## config.mk

```make
export PLATFORM = sky130hd
export DESIGN_NAME = pcm_frame_packer
export DESIGN_NICKNAME = d
export VERILOG_FILES = /design/src/rtl/pcm_pkg.sv /design/src/rtl/pcm_frame_packer_snapshot_buf.sv /design/src/rtl/pcm_frame_packer.sv
export SDC_FILE = /design/constraint.sdc
export NUM_CORES = 1
export LEC_CHECK = 0
export ABC_AREA = 1
export BUFFER_PORTS_ARGS = -buffer_cell sky130_fd_sc_hd__buf_2
export CORE_MARGIN = 1.5
export CORE_UTILIZATION = 50
export CTS_BUF_LIST = sky130_fd_sc_hd__clkbuf_8 sky130_fd_sc_hd__clkbuf_16
export CTS_CLUSTER_DIAMETER = 80
export DETAILED_ROUTE_END_ITERATION = 12
export PLACE_DENSITY_LB_ADDON = 0.1
export SETUP_SLACK_MARGIN = 0.15
export SLEW_MARGIN = 20
export SYNTH_ARGS = -nofsm -noshare
export SYNTH_HDL_FRONTEND = slang
export SYNTH_SLANG_ARGS = --single-unit
export TNS_END_PERCENT = 30
```

## constraint.sdc

```tcl
create_clock -name CLKDIVH2 -period 13.06 [get_ports CLKDIVH2]
set_input_delay 1.306 -clock CLKDIVH2 [delete_from_list [all_inputs] [get_ports CLKDIVH2]]
set_output_delay 1.306 -clock CLKDIVH2 [all_outputs]
set_load 0.1 [all_outputs]
```

## src/rtl/pcm_pkg.sv

```systemverilog
// Shared types and constants for the PCM frame packer.
// Optional checksum word is enabled with PCM_FRAME_CHECKSUM_EN.
package pcm_pkg;

    localparam int PCM_W  = 16;
    localparam int DROP_W = 8;
    localparam logic [PCM_W-1:0] PCM_HDR = 16'hA55A;

    typedef logic [PCM_W-1:0] pcm_word_t;

    typedef enum logic [2:0] {IDLE, HDR, CNT, DATA, CSUM} pcm_state_e;

endpackage

```

## src/rtl/pcm_frame_packer_snapshot_buf.sv

```systemverilog
// NCH x W capture register; loaded only on a frame capture, read by channel index.
module pcm_snapshot_buf #(
    parameter int NCH = 20,
    parameter int W   = 16,
    parameter int CW  = 5
) (
    input  logic           CLKDIVH2,
    input  logic           RST,
    input  logic           load,
    input  logic [NCH*W-1:0] din,
    input  logic [CW-1:0]  sel,
    output logic [W-1:0]   dout
);

    logic [NCH*W-1:0] snap_q, snap_d;

    always_comb begin
        snap_d = load ? din : snap_q;
    end

    always_ff @(posedge CLKDIVH2 or posedge RST) begin
        if (RST) snap_q <= '0;
        else     snap_q <= snap_d;
    end

    // Out-of-range indices read as zero.
    always_comb begin
        dout = '0;
        for (int i = 0; i < NCH; i++) begin
            if (sel == CW'(i)) dout = snap_q[i*W +: W];
        end
    end

endmodule

```

## src/rtl/pcm_frame_packer.sv

```systemverilog
// Snapshots all PCM channels and streams HDR, frame count, channel words over valid/ready.
// Build with PCM_FRAME_CHECKSUM_EN to append an XOR checksum word to every frame.
module pcm_frame_packer
    import pcm_pkg::*;
#(
    parameter int NCH = 20,
    parameter int W   = PCM_W,
    parameter logic [W-1:0] HDR_WORD = W'(PCM_HDR)
) (
    input  logic               CLKDIVH2,
    input  logic               RST,
    input  logic [NCH*W-1:0]   pcm_in,
    input  logic               pcm_valid,
    output logic [W-1:0]       out_data,
    output logic               out_valid,
    input  logic               out_ready,
    output logic               out_last,
    output logic               busy,
    output logic [DROP_W-1:0]  drop_cnt
);

    localparam int CW = (NCH > 1) ? $clog2(NCH) : 1;
    localparam logic [CW-1:0] CH_LAST = CW'(NCH - 1);
`ifdef PCM_FRAME_CHECKSUM_EN
    localparam bit LAST_ON_DATA = 1'b0;
`else
    localparam bit LAST_ON_DATA = 1'b1;
`endif

    pcm_state_e        state_q, state_d;
    logic [CW-1:0]     ch_q, ch_d, ch_nxt;
    logic [W-1:0]      out_data_q, out_data_d;
    logic              out_valid_q, out_valid_d;
    logic              out_last_q, out_last_d;
    pcm_word_t         frame_cnt_q, frame_cnt_d;
    logic [DROP_W-1:0] drop_q, drop_d;
`ifdef PCM_FRAME_CHECKSUM_EN
    logic [W-1:0]      csum_q, csum_d;
`endif

    logic              xfer, frame_end, capture, snap_load;
    logic [CW-1:0]     snap_sel;
    logic [W-1:0]      snap_rd;

    assign ch_nxt   = ch_q + 1'b1;
    // Read address is the word being loaded into out_data on this transfer.
    assign snap_sel = (state_q == CNT) ? '0 : ch_nxt;

    pcm_snapshot_buf #(.NCH(NCH), .W(W), .CW(CW)) u_snap (
        .CLKDIVH2 (CLKDIVH2),
        .RST      (RST),
        .load     (snap_load),
        .din      (pcm_in),
        .sel      (snap_sel),
        .dout     (snap_rd)
    );

    always_comb begin
        state_d     = state_q;
        ch_d        = ch_q;
        out_data_d  = out_data_q;
        out_valid_d = out_valid_q;
        out_last_d  = out_last_q;
        frame_cnt_d = frame_cnt_q;
        drop_d      = drop_q;
`ifdef PCM_FRAME_CHECKSUM_EN
        csum_d      = csum_q;
`endif
        xfer        = out_valid_q & out_ready;
        frame_end   = 1'b0;
        capture     = 1'b0;
        snap_load   = 1'b0;

        case (state_q)
            IDLE: capture = pcm_valid;
            HDR: if (xfer) begin
                state_d    = CNT;
                out_data_d = W'(frame_cnt_q);
`ifdef PCM_FRAME_CHECKSUM_EN
                csum_d     = W'(frame_cnt_q);
`endif
            end
            CNT: if (xfer) begin
                state_d    = DATA;
                ch_d       = '0;
                out_data_d = snap_rd;
                out_last_d = LAST_ON_DATA && (NCH == 1);
`ifdef PCM_FRAME_CHECKSUM_EN
                csum_d     = csum_q ^ snap_rd;
`endif
            end
            DATA: if (xfer) begin
                if (ch_q == CH_LAST) begin
`ifdef PCM_FRAME_CHECKSUM_EN
                    state_d    = CSUM;
                    out_data_d = csum_q;
                    out_last_d = 1'b1;
`else
                    frame_end  = 1'b1;
`endif
                end else begin
                    ch_d       = ch_nxt;
                    out_data_d = snap_rd;
                    out_last_d = LAST_ON_DATA && (ch_nxt == CH_LAST);
`ifdef PCM_FRAME_CHECKSUM_EN
                    csum_d     = csum_q ^ snap_rd;
`endif
                end
            end
`ifdef PCM_FRAME_CHECKSUM_EN
            CSUM: frame_end = xfer;
`endif
            default: state_d = IDLE;
        endcase

        // A capture on the final-word transfer starts the next frame with no bubble.
        if (frame_end) begin
            frame_cnt_d = frame_cnt_q + 1'b1;
            capture     = pcm_valid;
            if (!pcm_valid) begin
                state_d     = IDLE;
                out_valid_d = 1'b0;
                out_last_d  = 1'b0;
            end
        end

        if (capture) begin
            snap_load   = 1'b1;
            state_d     = HDR;
            out_valid_d = 1'b1;
            out_data_d  = HDR_WORD;
            out_last_d  = 1'b0;
        end

        if (pcm_valid && (state_q != IDLE) && !frame_end && (drop_q != '1))
            drop_d = drop_q + 1'b1;
    end

    always_ff @(posedge CLKDIVH2 or posedge RST) begin
        if (RST) begin
            state_q     <= IDLE;
            ch_q        <= '0;
            out_data_q  <= '0;
            out_valid_q <= 1'b0;
            out_last_q  <= 1'b0;
            frame_cnt_q <= '0;
            drop_q      <= '0;
`ifdef PCM_FRAME_CHECKSUM_EN
            csum_q      <= '0;
`endif
        end else begin
            state_q     <= state_d;
            ch_q        <= ch_d;
            out_data_q  <= out_data_d;
            out_valid_q <= out_valid_d;
            out_last_q  <= out_last_d;
            frame_cnt_q <= frame_cnt_d;
            drop_q      <= drop_d;
`ifdef PCM_FRAME_CHECKSUM_EN
            csum_q      <= csum_d;
`endif
        end
    end

    assign out_data  = out_data_q;
    assign out_valid = out_valid_q;
    assign out_last  = out_last_q;
    assign busy      = (state_q != IDLE);
    assign drop_cnt  = drop_q;

endmodule
```

==> run metrics <==
outcome=complete, no violations; Max Root-Sink Buffers=3; Reg2Reg Capture Point=out_data[10]$_DFFE_PP0P_; Max IR drop VDD=0.000131 V; root buf cell=clkbuf_16; reg-to-reg startpoint=ch_q[0]$_DFFE_PP0P_; final setup vio count=0; Die Ht=187 microns; critical path's largest stage delay=0.47 ns; CTS Hold Bufs=0; Clock Skew=0.0149 ns; top cells by area, synth=dfrtp_1, nand2_1, o21ai_0; top-area cell type share of the netlist area=55.0%; RSZ-0062 raised after global routing=false; Worst Hold Launch=frame_cnt_q[14]$_DFFE_PP0P_; clock slew at reported path FFs=0.06 ns; Setup TNS=0 ns; Hold Path End=frame_cnt_q[14]$_DFFE_PP0P_; WL/cell=16.3 microns; Yosys top cell by area=dfrtp_1; final net count=2830; max_slew headroom=33.4%; leakage dissipation=0.0109 uW; first-pass GRT wire length=77300 microns; die width=187 microns; GRT Residual Overflow=0; Worst Hold Class=flip-flop to flip-flop; initial DRC count=1259; core area=0.0334 sq mm; Slew @ Worst Pin=0.998 ns; final core utilization=61.0%; fraction of layout cells with a size suffix above 1=18.2%; Remaining DRCs=0; CP startpoint kind=flip-flop; Post-Syn Area=0.0168 sq mm; Layout Cells excl Fill=2979; worst hold stages=1; syn nets=2512; max cap viols=0; io pins=351; R2R depth=19; post-synthesis cell type count=37; crit path from=ch_q[0]$_DFFE_PP0P_; post-CTS resize count=0; TritonCTS clock tree=done; routability cong.=0.858; max-slew violations=0; Crit. End Element=flip-flop; Pre-antenna DRT Iters=6; insertion delay to the later sink of the worst-skew pair=0.53 ns; GRT Total Usage=28.1%; Post-synth EDFFs=0; Mapped Cells=2184; worst path required time=13.47 ns; period utilization=28.7%; flops & latches, synth=370; vias=15000; largest net degree at the start of global routing=271; number of I/O port buffers=350; synth cell count leaders=nand2_1, dfrtp_1, inv_1; Initial Util=50.5%; clock sinks=370; vias per inst=5.05; hold_ws=0.468 ns; CP max stage cell=dfrtp_1; Cell Count Post-Placement=2905; fmax=267 MHz; yosys warns=0; htree depth=2; post-CTS setup buffers=0; synthesized area per cell=7.71 sq um; power per standard cell area=193 mW/mm^2; asr flop ratio synth=100%; Placement Cell Area=0.0189 sq mm; CP Cell Sequence=inv_1 -> ha_1 -> inv_1 -> nand3_1 -> nor2_1 -> inv_1 -> nor2_4 -> nand2_1 -> nand3_1 -> nor2_1 -> nand4_1 -> nor2_1 -> nand4_1 -> nor2_1 -> nand4_1 -> nor2_1 -> nand4_1 -> nand2_1 -> a21oi_1; vias in the first global route=14700; post-synthesis sequential area ratio=55.0%; Site Rows=67; initial antenna violation count=3; final wirelength=48700 microns; Crit path arrival time=4.16 ns; final worst path period need=3.75 ns; CP Class=flip-flop to flip-flop; Routed Antenna Nets=0; final hold violation count=0; CP most frequent cell=nor2_1; CTS Buf Count=42; peak fanout along the critical path=15; DP HPWL=33900 microns; Top FF cell, synth=dfrtp_1; cell area after layout=0.0204 sq mm; Die Area=0.0348 sq mm; area grow syn2layout=20.8%; FF-to-FF setup slack=9.31 ns; most numerous cell in the Yosys netlist=nand2_1
## metal layers
metal	vias up	GRT usage (%)	routed length, microns
li1	7373	-	-
met1	7081	40.8	22200
met2	491	43.3	21900
met3	92	3.69	2830
met4	0	10.3	1730
met5	-	0	0
## cell usage in the layout, fill, tap and decap left out, types with 7 or more instances in the layout
master,count
a21oi_1,39
buf_2,350
buf_4,9
clkbuf_16,45
clkbuf_8,12
clkinv_2,7
dfrtp_1,370
inv_1,165
nand2_1,1086
nand3_1,41
nand4_1,61
nor2_1,136
nor2_2,7
nor3_1,8
o21ai_0,122
xor2_1,18
## layout make-up
class | instances | area (sq um)
tap | 448 | 561
sequential | 370 | 9260
clock inverter | 13 | 109
timing repair buffer | 362 | 1890
fill | 3138 | 13000
antenna | 3 | 7.51
inverter | 169 | 651
multi-input combinational | 1557 | 6590
clock buffer | 57 | 1290
## how the worst max path moves through the flow
stage                                                 to  slack, ns  depth (start not counted)
after floorplan                      ch_q[0]$_DFFE_PP0P_       1.48                          1
after global placement    u_snap.snap_q[180]$_DFFE_PP0P_       9.19                          9
after detailed placement  u_snap.snap_q[182]$_DFFE_PP0P_       9.08                          9
after CTS                       out_data[10]$_DFFE_PP0P_       9.34                         19
after global routing      u_snap.snap_q[179]$_DFFE_PP0P_       9.11                         11
final                           out_data[10]$_DFFE_PP0P_       9.31                         19
## cells by family after synthesis
| family | count (synthesis) | share of synthesized area, % |
|---|---|---|
| and+or+nand+nor | 1360 | 32.4 |
| DFF | 370 | 55.0 |
| buffers and inverters | 257 | 6.02 |
| AOI/OAI and AO/OA | 170 | 5.10 |
| xor gates and xnor gates | 22 | 1.19 |
| adders and majority gates | 4 | 0.297 |
| other | 1 | 0.0223 |
## registers in the layout (all words and copies together), names as in the netlist
signal         cells
frame_cnt_q       16
out_valid          1
drop_cnt           8
out_data          16
u_snap.snap_q    320
state_q            3
ch_q               5
out_last           1
## worst max-delay path: cells and delay by family, from the launching register on
family / cells / cell delay [ns]
adders and majority gates: 1 / 0.34
and+or+nand+nor: 14 / 2.33
AOI/OAI and AO/OA: 1 / 0.06
DFF: 1 / 0.47
buffers and inverters: 3 / 0.42
## power breakdown
part           internal (uW)  total (uW)  leakage, uW  switching, uW
Combinational            307        1130      0.00558            827
Clock                    723        1190     0.000719            462
Sequential              1450        1600      0.00457            155
Total                   2480        3920       0.0109           1440
## stage by stage
stage / setup WS, ns / total power, uW
6_report: 9.31 / 3920
5_1_grt: 9.11 / 4140
4_1_cts: 9.34 / 3930
3_5_place_dp: 9.08 / 2740
3_3_place_gp: 9.19 / 2710
2_1_floorplan: 1.48 / 2340
No activity file was read; power rests on OpenSTA's default activity.
